[src/rtl/wb_slave_intercon.sv]
// WISHBONE classic single-master to N-slave interconnect: base/mask decode, registered strobe/response paths.
// Optional bus timeout is compiled in by defining WB_INTERCON_TIMEOUT_EN.
module wb_slave_intercon #(
  parameter int unsigned NUM_SLAVES     = 4,
  parameter int unsigned ADDR_WIDTH     = 32,
  parameter int unsigned DATA_WIDTH     = 32,
  parameter logic [NUM_SLAVES*ADDR_WIDTH-1:0] SLAVE_BASE =
    {32'h00100000, 32'h00000080, 32'h00000040, 32'h00000000},
  parameter logic [NUM_SLAVES*ADDR_WIDTH-1:0] SLAVE_MASK =
    {32'hFFF00000, 32'hFFF000C0, 32'hFFF000C0, 32'hFFF000C0},
  parameter int unsigned TIMEOUT_CYCLES = 255,
  parameter int unsigned TIMEOUT_WIDTH  = 8
) (
  input  logic                               clk_i,
  input  logic                               rst_i,
  input  logic                               m_cyc_i,
  input  logic                               m_stb_i,
  input  logic                               m_we_i,
  input  logic [ADDR_WIDTH-1:0]              m_adr_i,
  input  logic [DATA_WIDTH-1:0]              m_dat_i,
  input  logic [DATA_WIDTH/8-1:0]            m_sel_i,
  output logic [DATA_WIDTH-1:0]              m_dat_o,
  output logic                               m_ack_o,
  output logic                               m_err_o,
  output logic                               m_rty_o,
  output logic [NUM_SLAVES-1:0]              s_cyc_o,
  output logic [NUM_SLAVES-1:0]              s_stb_o,
  output logic                               s_we_o,
  output logic [ADDR_WIDTH-1:0]              s_adr_o,
  output logic [DATA_WIDTH-1:0]              s_dat_o,
  output logic [DATA_WIDTH/8-1:0]            s_sel_o,
  input  logic [NUM_SLAVES*DATA_WIDTH-1:0]   s_dat_i,
  input  logic [NUM_SLAVES-1:0]              s_ack_i,
  input  logic [NUM_SLAVES-1:0]              s_err_i,
  input  logic [NUM_SLAVES-1:0]              s_rty_i,
  output logic [15:0]                        err_count_o
);

  typedef enum logic [1:0] {IDLE, ACTIVE, RESP} state_t;
  typedef enum logic [1:0] {RSP_ACK, RSP_ERR, RSP_RTY} rsp_t;

  state_t                  state;
  rsp_t                    rsp;
  logic [NUM_SLAVES-1:0]   sel;
  logic [NUM_SLAVES-1:0]   hit;
  logic [DATA_WIDTH-1:0]   sel_dat;
  logic                    sel_ack;
  logic                    sel_err;
  logic                    sel_rty;
  logic                    any_rsp;

  if (TIMEOUT_CYCLES < 1 || TIMEOUT_WIDTH < 1 || TIMEOUT_WIDTH > 31 ||
      TIMEOUT_CYCLES > (2 ** TIMEOUT_WIDTH) - 1) begin : g_bad_timeout
    $error("wb_slave_intercon: TIMEOUT_CYCLES out of range for TIMEOUT_WIDTH");
  end

`ifdef WB_INTERCON_TIMEOUT_EN
  logic [TIMEOUT_WIDTH-1:0] tmo_cnt;
`endif

  // Address decode: walk from the top so the lowest matching index wins.
  always_comb begin
    hit = '0;
    for (int i = int'(NUM_SLAVES) - 1; i >= 0; i--) begin
      if ((m_adr_i & SLAVE_MASK[i*ADDR_WIDTH +: ADDR_WIDTH]) ==
          (SLAVE_BASE[i*ADDR_WIDTH +: ADDR_WIDTH] & SLAVE_MASK[i*ADDR_WIDTH +: ADDR_WIDTH])) begin
        hit    = '0;
        hit[i] = 1'b1;
      end
    end
  end

  // Only the selected slave's read data and response lines are visible.
  always_comb begin
    sel_dat = '0;
    for (int i = 0; i < int'(NUM_SLAVES); i++) begin
      if (sel[i]) sel_dat = sel_dat | s_dat_i[i*DATA_WIDTH +: DATA_WIDTH];
    end
  end

  assign sel_ack = |(s_ack_i & sel);
  assign sel_err = |(s_err_i & sel);
  assign sel_rty = |(s_rty_i & sel);
  assign any_rsp = sel_ack | sel_err | sel_rty;

  always_ff @(posedge clk_i or posedge rst_i) begin
    if (rst_i) begin
      state       <= IDLE;
      rsp         <= RSP_ACK;
      sel         <= '0;
      m_dat_o     <= '0;
      m_ack_o     <= 1'b0;
      m_err_o     <= 1'b0;
      m_rty_o     <= 1'b0;
      s_cyc_o     <= '0;
      s_stb_o     <= '0;
      s_we_o      <= 1'b0;
      s_adr_o     <= '0;
      s_dat_o     <= '0;
      s_sel_o     <= '0;
      err_count_o <= '0;
`ifdef WB_INTERCON_TIMEOUT_EN
      tmo_cnt     <= '0;
`endif
    end else begin
      case (state)
        IDLE: begin
          m_ack_o <= 1'b0;
          m_err_o <= 1'b0;
          m_rty_o <= 1'b0;
          if (m_cyc_i && m_stb_i) begin
            s_we_o  <= m_we_i;
            s_adr_o <= m_adr_i;
            s_dat_o <= m_dat_i;
            s_sel_o <= m_sel_i;
            if (|hit) begin
              sel     <= hit;
              s_cyc_o <= hit;
              s_stb_o <= hit;
`ifdef WB_INTERCON_TIMEOUT_EN
              tmo_cnt <= '0;
`endif
              state   <= ACTIVE;
            end else begin
              rsp     <= RSP_ERR;
              m_dat_o <= '0;
              state   <= RESP;
            end
          end
        end

        ACTIVE: begin
          if (!m_cyc_i) begin
            // Master abort: release the slave silently.
            s_cyc_o <= '0;
            s_stb_o <= '0;
            state   <= IDLE;
          end else if (any_rsp) begin
            s_cyc_o <= '0;
            s_stb_o <= '0;
            rsp     <= sel_err ? RSP_ERR : (sel_rty ? RSP_RTY : RSP_ACK);
            m_dat_o <= (sel_err || sel_rty || s_we_o) ? '0 : sel_dat;
            state   <= RESP;
          end
`ifdef WB_INTERCON_TIMEOUT_EN
          else if (tmo_cnt == TIMEOUT_WIDTH'(TIMEOUT_CYCLES - 1)) begin
            s_cyc_o <= '0;
            s_stb_o <= '0;
            rsp     <= RSP_ERR;
            m_dat_o <= '0;
            state   <= RESP;
          end else begin
            tmo_cnt <= tmo_cnt + 1'b1;
          end
`endif
        end

        RESP: begin
          m_ack_o <= (rsp == RSP_ACK);
          m_err_o <= (rsp == RSP_ERR);
          m_rty_o <= (rsp == RSP_RTY);
          if (rsp == RSP_ERR && err_count_o != 16'hFFFF) err_count_o <= err_count_o + 16'd1;
          state   <= IDLE;
        end

        default: state <= IDLE;
      endcase
    end
  end

endmodule

[config.mk]
export PLATFORM = sky130hd
export DESIGN_NAME = wb_slave_intercon
export DESIGN_NICKNAME = d
export VERILOG_FILES = /design/src/rtl/wb_slave_intercon.sv
export SDC_FILE = /design/constraint.sdc
export NUM_CORES = 1
export LEC_CHECK = 0
export CAP_MARGIN = 20
export CORE_AREA = 4 4 131 133
export CTS_BUF_LIST = sky130_fd_sc_hd__clkbuf_4 sky130_fd_sc_hd__clkbuf_8
export CTS_CLUSTER_SIZE = 40
export DETAILED_ROUTE_END_ITERATION = 16
export DIE_AREA = 0 0 135 137
export PLACE_DENSITY = 0.79
export SYNTH_ARGS = -nofsm -noshare
export SYNTH_HDL_FRONTEND = slang
export SYNTH_SLANG_ARGS = --single-unit
[constraint.sdc]
create_clock -name clk_i -period 6.8 [get_ports clk_i]
set_input_delay 1.36 -clock clk_i [delete_from_list [all_inputs] [get_ports clk_i]]
set_output_delay 1.36 -clock clk_i [all_outputs]
set_load 0.05 [all_outputs]
==> results of run 1 <==
[cell usage after synthesis (2+ instances only)]
cell type and n:
a22oi_1 66, buf_2 9, buf_6 3, nor4_1 2, nand2_1 14, nand3_1 4, xnor2_1 7, dfrtp_1 132
nand4_1 8, clkbuf_1 15, a221oi_2 2, mux2_1 29, nor2_1 9, o22a_1 2, and3_1 2, nor3_1 2
xor2_1 5, mux2_2 75, buf_1 5, inv_1 4, o21ai_0 2, and4_1 2, a22o_1 6, a21oi_1 36
nor2b_1 4, buf_4 4
[area by class of cell]
| type | instances | share of cell area [%] |
|---|---|---|
| Tap cell | 216 | 2.70 |
| Timing Repair Buffer | 348 | 34.6 |
| Antenna cell | 4 | 0.0999 |
| Inverter | 4 | 0.200 |
| Sequential cell | 132 | 33.0 |
| Clock buffer | 22 | 2.90 |
| Clock inverter | 10 | 1.70 |
| Multi-Input combinational cell | 295 | 24.8 |
[through the flow]
step | hold slack (ps) | util (%) | area (sq um) | worst slack [ps] | power, mW
floorplan | 473 | - | 5970 | 1910 | 1.38
global placement | 467 | 60.2 | 9530 | 2490 | 1.72
detailed placement | 479 | 60.2 | 9530 | 2420 | 1.74
CTS | 498 | 63.1 | 9990 | 2890 | 2.50
global route | 511 | 63.3 | 10000 | 2700 | 2.58
finish | 494 | 63.3 | 10000 | 2960 | 2.47
[path summary, 6_finish.rpt]
| check | slack (ps) | startpoint | end | cells after the start |
|---|---|---|---|---|
| min in group asynchronous | 1370 | rst_i | s_dat_o[31] | 2 |
| setup reg to reg | 3840 | sel[3] | m_dat_o[28] | 6 |
| setup / recovery | 2960 | m_cyc_i | s_stb_o[3] | 7 |
| hold / removal | 490 | m_rty_o | m_rty_o | 2 |
| hold reg to reg | 490 | m_rty_o | m_rty_o | 2 |
| max in group asynchronous | 4130 | rst_i | s_adr_o[28] | 3 |
[state kept, by name, indices dropped and copies added (netlist names)]
signal,count
m_dat_o,32
s_adr_o,32
s_dat_o,32
err_count_o,16
s_sel_o,4
s_stb_o,4
sel,4
rsp,2
state,2
m_ack_o,1
m_err_o,1
m_rty_o,1
s_we_o,1
[cell families (layout without fill, tap and decap cells)]
kind of cell    count (synthesis)  count (layout)
other cells                     0               4
fa+ha+maj                       1               1
flops                         132             132
xor+xnor                       12              12
compound gates                122             122
simple gates                   56              56
buf+inv                        40             384
mux                           104             104
[worst reg2reg max path: stages, from the launching register on]
cell and delay, ps:
dfrtp_1 630, buf_4 360, a221oi_2 350, nand3_2 150, a32oi_4 570, buf_4 410, mux2_2 370
[per-layer routing]
| layer | part of all wire, % | track usage, % | wire (microns) |
|---|---|---|---|
| met4 | 2.4 | 9.41 | 503 |
| met3 | 9.2 | 8.82 | 1940 |
| met5 | 0 | 0 | 0 |
| met2 | 52 | 39.1 | 10900 |
| met1 | 37 | 23.8 | 7730 |
[power by group through the flow]
| stage | clock network [mW] | registers (mW) | logic (mW) |
|---|---|---|---|
| floorplan | 0 | 1.25 | 0.125 |
| global placement | 0 | 0.945 | 0.779 |
| detailed placement | 0 | 0.952 | 0.790 |
| CTS | 0.772 | 0.939 | 0.794 |
| global route | 0.812 | 0.949 | 0.819 |
| finish | 0.751 | 0.936 | 0.786 |
==> metrics, run 1 <==
Worst setup EP type register; First DRT Iteration DRCs 216; hold buffer count at CTS 0; fill count 1232; Placed Cells 994; Data arrival, critical path 4150 ps; Detail Route Antenna Nets 0; Seq pwr share 37.9%; Tmin final 3840 ps; Post-synth EDFFs 0; CP bufs+invs 2; Root Buffer clkbuf_8; clk_lat worst skew 430 ps; most frequent cells in the layout clkdlybuf4s50_1 (340), dfrtp_1 (132), mux2_2 (75), a22oi_1 (66), a21oi_1 (36); P_leak 4.00 nW; Synth Area in Compound Gates 14.6%; Syn Area/Cell 12.8 sq um; P_int 1.64 mW; Ys Warns 0; Setup Fix Bufs, Post-CTS 0; top cell type's share of synthesized area 55.3%; Final GP Congestion 0.832; Initial Utilization 37.7%; ranking of synthesized cells by area dfrtp_1 (55%), mux2_2 (14%), a22oi_1 (8.3%), mux2_1 (5.5%), a21oi_1 (3.0%); dominant synthesized flop cell dfrtp_1; Die Area 18500 sq um; Post-Synth XOR/XNOR Area 1.76%; Crit Path Class primary input to register; critical path fanouts, max 71; WL per Instance 20.4 microns; proportion of synthesized area in mux cells 19.6%; largest area contributor in the netlist dfrtp_1; slowest CP cell buf_4; Fin Setup TNS 0 ps; worst min path class register to register; sequential element share of the synthesized area 55.3%; RSZ-0062 raised after global routing false; post-synthesis adder-cell area fraction 0.210%; Die Y-Extent 137 microns; Worst IR Drop VDD 0.172 mV; synth unique cells 44; Die Wd 135 microns; initial antenna violation count 4; family with the most delay on the worst path buffers and inverters; port bufs 340; Cell Area, Synth 5970 sq um; Synth Register Bits 132; clk sinks 132; Register Area 3300 sq um; relative slew slack 38.5%; DR vias 5317; I/O pins 341; Comb pwr share 31.8%; Clk pin slew, worst setup/hold paths 70 ps; vias in the first global route 5839; first-pass GRT wire length 31500 microns; CTS tree yes; worst slew pin tran 922 ps; grt total ovfl 0; most used cell along the critical path a21oi_1; most common cell after layout, fill and taps aside clkdlybuf4s50_1; share of post-route cells with drive strength above 1 14.9%; switching fraction of total power 33.5%; cts repair resizes 0; multi-input logic area 2480 sq um; maximum clock insertion buffer count 2; H-tree depth 4; CP startpoint kind primary input; Non-Filler Instances 1031; Syn Nets 681; nets 1012; num rows 46; largest net degree at the start of global routing 72; via density per instance 5.16; async set-or-reset flop fraction in the synthesized netlist 100%; Mapped Cells 467; crit-path cells clkdlybuf4s50_1, nor4bb_4, buf_4, nand4_1, a21oi_1, a21oi_1, a22o_1; status completed; Hold Violations, Final 0; Core Region 15800 sq um; CP max stage delay 710 ps; HPWL after detailed placement 16400 microns; simple-gate portion of the synthesized area 5.22%; clk_skew 10.3 ps; maxcap violations 0; P_sw 0.829 mW; GR Util All Layers 22.2%; drt drc 0; share of total power in the clock network 30.4%; WP data required 7110 ps; pwr dens 247 nW/um^2; final slew viol count 0; Setup violations, final 0; largest family of logic cells by synthesized area multiplexers; FMAX 261 MHz; Routed WL 21100 microns; P&R area growth vs syn 67.8%; Pre-Repair DR Iteration Count 4; CTS Buf Count 17; period utilization 56.4%
Note: power is estimated with default switching activity, not from simulation.
==> run 2: changes to the inputs <==
--- a/config.mk
+++ b/config.mk
@@ -6,11 +6,12 @@
 export NUM_CORES = 1
 export LEC_CHECK = 0
 export CAP_MARGIN = 20
-export CORE_AREA = 4 4 131 133
+export CORE_ASPECT_RATIO = 0.9
+export CORE_MARGIN = 4
+export CORE_UTILIZATION = 36
 export CTS_BUF_LIST = sky130_fd_sc_hd__clkbuf_4 sky130_fd_sc_hd__clkbuf_8
 export CTS_CLUSTER_SIZE = 40
 export DETAILED_ROUTE_END_ITERATION = 16
-export DIE_AREA = 0 0 135 137
 export PLACE_DENSITY = 0.79
 export SYNTH_ARGS = -nofsm -noshare
 export SYNTH_HDL_FRONTEND = slang
==> constraint.sdc (replaced) <==
create_clock -name clk_i -period 3.3 [get_ports clk_i]
set_input_delay 0.66 -clock clk_i [delete_from_list [all_inputs] [get_ports clk_i]]
set_output_delay 0.66 -clock clk_i [all_outputs]
set_load 0.05 [all_outputs]
==> metrics, run 2 (synthesized netlist as in run 1, its figures left out) <==
Clk pin slew, worst setup/hold paths 70 ps; CP startpoint kind primary input; Detail Route Antenna Nets 0; Die Y-Extent 130 microns; Non-Filler Instances 1020; Worst IR Drop VDD 0.363 mV; most common cell after layout, fill and taps aside clkdlybuf4s50_1; hold buffer count at CTS 0; drt drc 0; pwr dens 487 nW/um^2; most frequent cells in the layout clkdlybuf4s50_1 (340), dfrtp_1 (132), mux2_2 (75), a22oi_1 (66), a21oi_1 (36); Tmin final 2590 ps; Setup violations, final 0; first-pass GRT wire length 29700 microns; vias in the first global route 5782; FMAX 386 MHz; Final Util 61.7%; status completed; GR Util All Layers 20.5%; worst slew pin tran 833 ps; share of post-route cells with drive strength above 1 15.1%; clk sinks 132; Hold Violations, Final 0; critical path fanouts, max 22; First DRT Iteration DRCs 209; largest net degree at the start of global routing 51; cts repair resizes 0; via density per instance 5.24; Data arrival, critical path 2900 ps; DR vias 5346; Crit Path Class primary input to register; Top Registers m_dat_o (32), s_adr_o (32), s_dat_o (32); Routed WL 19800 microns; maxcap violations 0; port bufs 340; period utilization 78.5%; maximum clock insertion buffer count 2; r2r worst-path depth 6; Initial Utilization 36.9%; WL per Instance 19.5 microns; Worst setup EP type register; Pre-Repair DR Iteration Count 4; Setup Fix Bufs, Post-CTS 0; Final Hold Slack 490 ps; HPWL after detailed placement 15700 microns; Fin Setup TNS 0 ps; Final GP Congestion 0.830; Die Wd 144 microns; CTS Buf Count 17; Die Area 18700 sq um; P_leak 3.99 nW; clk_lat worst skew 430 ps; clk_skew 12.1 ps; Worst Hold Depth 2; num rows 44; Antenna Cells 0; grt total ovfl 0; initial antenna violation count 0; worst min path class register to register; Core Region 16200 sq um; CTS tree yes; Root Buffer clkbuf_8; cell area after layout 9990 sq um; P&R area growth vs syn 67.2%; relative slew slack 44.3%; RSZ-0062 raised after global routing false; Placed Cells 991; nets 1017; I/O pins 341; WP data required 3610 ps; dpl cell area 9600 sq um; final slew viol count 0; H-tree depth 4
## run 2: cell count changes in the layout (fill, tap and decap cells not counted), sizes merged
cell and delta:
clkbuf -2, clkinvlp +2, inv -2, diode -4, buf +5, clkinv +1, bufinv -2
## run 2: stage by stage
step                total power [mW]  setup slack (ps)
floorplan                       2.84              1000
global placement                3.56               281
detailed placement              3.59               163
CTS                             4.93               642
global route                    5.08               614
finish                          4.86               710
## run 2: layout make-up
class	instances	area [sq um]
multi-input combinational	295	2480
sequential	132	3300
tap	207	259
clock inverter	9	106
inverter	4	18.8
timing repair buffer	353	3540
fill	1266	6200
clock buffer	20	275
## run 2: critical path, cell delays in order
cell	delay (ps)
clkdlybuf4s50_1	440
nor4_1	490
buf_4	200
nand4_1	160
a32oi_4	250
buf_4	330
mux2_1	360
## run 2: path summary, 6_finish.rpt
kind	start	to	slack, ps
worst max-delay path	m_adr_i[21]	m_dat_o[4]	710
worst min-delay path	m_rty_o	m_rty_o	490
worst max register to register	sel[1]	m_dat_o[4]	830
worst min register to register	m_rty_o	m_rty_o	490
max in group asynchronous	rst_i	s_dat_o[11]	1850
min in group asynchronous	rst_i	err_count_o[11]	730
## run 2: metal layers
metal,routed length [microns],up-vias,share of wire (%),GRT usage (%)
li1,-,2425,-,-
met1,7140,2621,36,21.8
met2,10500,257,53,37.6
met3,1790,43,9.0,7.44
met4,453,0,2.3,7.48
met5,0,-,0,0
## run 2: report_power, final
group | internal [mW] | switching, mW | total (mW)
clock | 0.715 | 0.595 | 1.31
sequential | 1.80 | 0.128 | 1.93
combinational | 0.689 | 0.932 | 1.62
==> run 3: changes to the inputs <==
--- a/config.mk
+++ b/config.mk
@@ -8,11 +8,11 @@
 export CAP_MARGIN = 20
 export CORE_ASPECT_RATIO = 0.9
 export CORE_MARGIN = 4
-export CORE_UTILIZATION = 36
+export CORE_UTILIZATION = 40
 export CTS_BUF_LIST = sky130_fd_sc_hd__clkbuf_4 sky130_fd_sc_hd__clkbuf_8
 export CTS_CLUSTER_SIZE = 40
 export DETAILED_ROUTE_END_ITERATION = 16
-export PLACE_DENSITY = 0.79
+export PLACE_DENSITY = 0.84
 export SYNTH_ARGS = -nofsm -noshare
 export SYNTH_HDL_FRONTEND = slang
 export SYNTH_SLANG_ARGS = --single-unit
==> constraint.sdc (replaced) <==
create_clock -name clk_i -period 2.5 [get_ports clk_i]
set_input_delay 0.5 -clock clk_i [delete_from_list [all_inputs] [get_ports clk_i]]
set_output_delay 0.5 -clock clk_i [all_outputs]
set_load 0.05 [all_outputs]
==> metrics, run 3 (synthesized netlist as in run 1, its figures left out) <==
Final GP Congestion 0.846; drt drc 0; initial antenna violation count 0; most used cell along the critical path buf_4; period utilization 94.2%; Setup WS pre-CTS -269 ps; hold buffer count at CTS 0; P_int 4.55 mW; Worst setup EP type register; WP data required 2800 ps; via density per instance 5.23; Worst Hold Depth 2; reg2reg start sel[3]; Worst IR Drop VDD 0.417 mV; First DRT Iteration DRCs 259; fill count 1025; DR vias 5398; CTS tree yes; HPWL after detailed placement 15600 microns; CP startpoint kind primary input; Crit Path Class primary input to register; CTS Buf Count 17; Clk pin slew, worst setup/hold paths 70 ps; P_leak 4.13 nW; Fin Setup TNS 0 ps; Setup violations, final 0; r2r endpoint m_dat_o[1]; switching fraction of total power 33.1%; final slew viol count 0; worst min path class register to register; Tmin final 2350 ps; num rows 42; most common cell after layout, fill and taps aside clkdlybuf4s50_1; Worst Hold Launch m_rty_o; crit-path cells clkdlybuf4s50_1, nor4_1, buf_4, nand4_1, a32oi_4, buf_4, mux2_1; most frequent cells in the layout clkdlybuf4s50_1 (340), dfrtp_1 (132), mux2_2 (75), a22oi_1 (66), a21oi_1 (36); first-pass GRT wire length 29400 microns; largest net degree at the start of global routing 90; Pre-Repair DR Iteration Count 4; vias in the first global route 5702; share of total power in the clock network 30.8%; relative slew slack 60.8%; Antenna Cells 0; Data arrival, critical path 2650 ps; pwr dens 667 nW/um^2; Setup Fix Bufs, Post-CTS 0; Core Region 14700 sq um; share of post-route cells with drive strength above 1 17.3%; Routed WL 20100 microns; GR Util All Layers 22.5%; GRT met3 Usage 7.43%; r2r worst-path depth 6; Initial Utilization 40.7%; post-route setup slack 145 ps; R2R Setup Slk 290 ps; WL per Instance 19.4 microns; cts repair resizes 0; hold endpoint m_rty_o; Final Total Pwr 6.80 mW; Hold Violations, Final 0; FMAX 425 MHz; clk_lat worst skew 430 ps; I/O pins 341; slowest CP cell nor4_1; maximum clock insertion buffer count 2; Detail Route Antenna Nets 0; Die Y-Extent 124 microns; grt total ovfl 0; RSZ-0062 raised after global routing false; nets 1036; Comb pwr share 31.7%; clk_skew 11.5 ps; Die Wd 137 microns; Die Area 17000 sq um; worst slew pin tran 587 ps; GRT met2 Usage 41.8%; Top Registers m_dat_o (32), s_adr_o (32), s_dat_o (32); P&R area growth vs syn 70.8%; status completed; GRT Max-Usage Layer met2; Seq pwr share 37.4%; Root Buffer clkbuf_8; M1 GR Usage 24.3%; clk sinks 132; maxcap violations 0; P_sw 2.25 mW; H-tree depth 4; CP max stage delay 470 ps; port bufs 340; critical path fanouts, max 9; Final Util 69.6%
run 3: metal layers:
| metal | share of wire, % | wire (microns) |
|---|---|---|
| met5 | 0 | 0 |
| met4 | 1.5 | 309 |
| met3 | 9.0 | 1810 |
| met2 | 52 | 10500 |
| met1 | 37 | 7470 |
run 3: how the worst max path moves through the flow:
stage / slack (ps) / end / depth (start not counted) / startpoint
finish: 150 / m_dat_o[1] / 7 / m_adr_i[21]
detailed placement: -270 / m_dat_o[30] / 7 / m_adr_i[21]
floorplan: 360 / err_count_o[0] / 1 / rst_i
CTS: 120 / m_dat_o[30] / 7 / m_adr_i[21]
global route: 110 / m_dat_o[30] / 7 / m_adr_i[21]
global placement: -280 / m_dat_o[26] / 7 / m_adr_i[21]
run 3: power groups by stage:
stage | clock network (mW) | logic [mW] | registers, mW
after floorplan | 0 | 0.341 | 3.41
after CTS | 2.14 | 2.18 | 2.55
after global placement | 0 | 2.14 | 2.57
after detailed placement | 0 | 2.16 | 2.58
after global routing | 2.24 | 2.24 | 2.58
final | 2.10 | 2.16 | 2.55
run 3: layout make-up:
class	instances	area [sq um]	area share, %
Inverter	4	18.8	0.184
Timing Repair Buffer	372	3680	36.1
Clock buffer	20	269	2.64
Tap cell	198	248	2.43
Clock inverter	11	198	1.94
Sequential cell	132	3300	32.4
Multi-Input combinational cell	295	2480	24.4
run 3: through the flow:
step	hold WS (ps)	std cells	area (sq um)
floorplan	473	467	5980
global placement	467	1001	9740
detailed placement	466	1001	9740
CTS	486	1032	10200
global route	518	1032	10200
finish	488	1032	10200
run 3: critical path: cells and delay by family:
| family | cells | cell delay, ps |
|---|---|---|
| buffers and inverters | 3 | 850 |
| and+or+nand+nor | 2 | 650 |
| muxes | 1 | 340 |
| AOI/OAI and AO/OA | 1 | 300 |
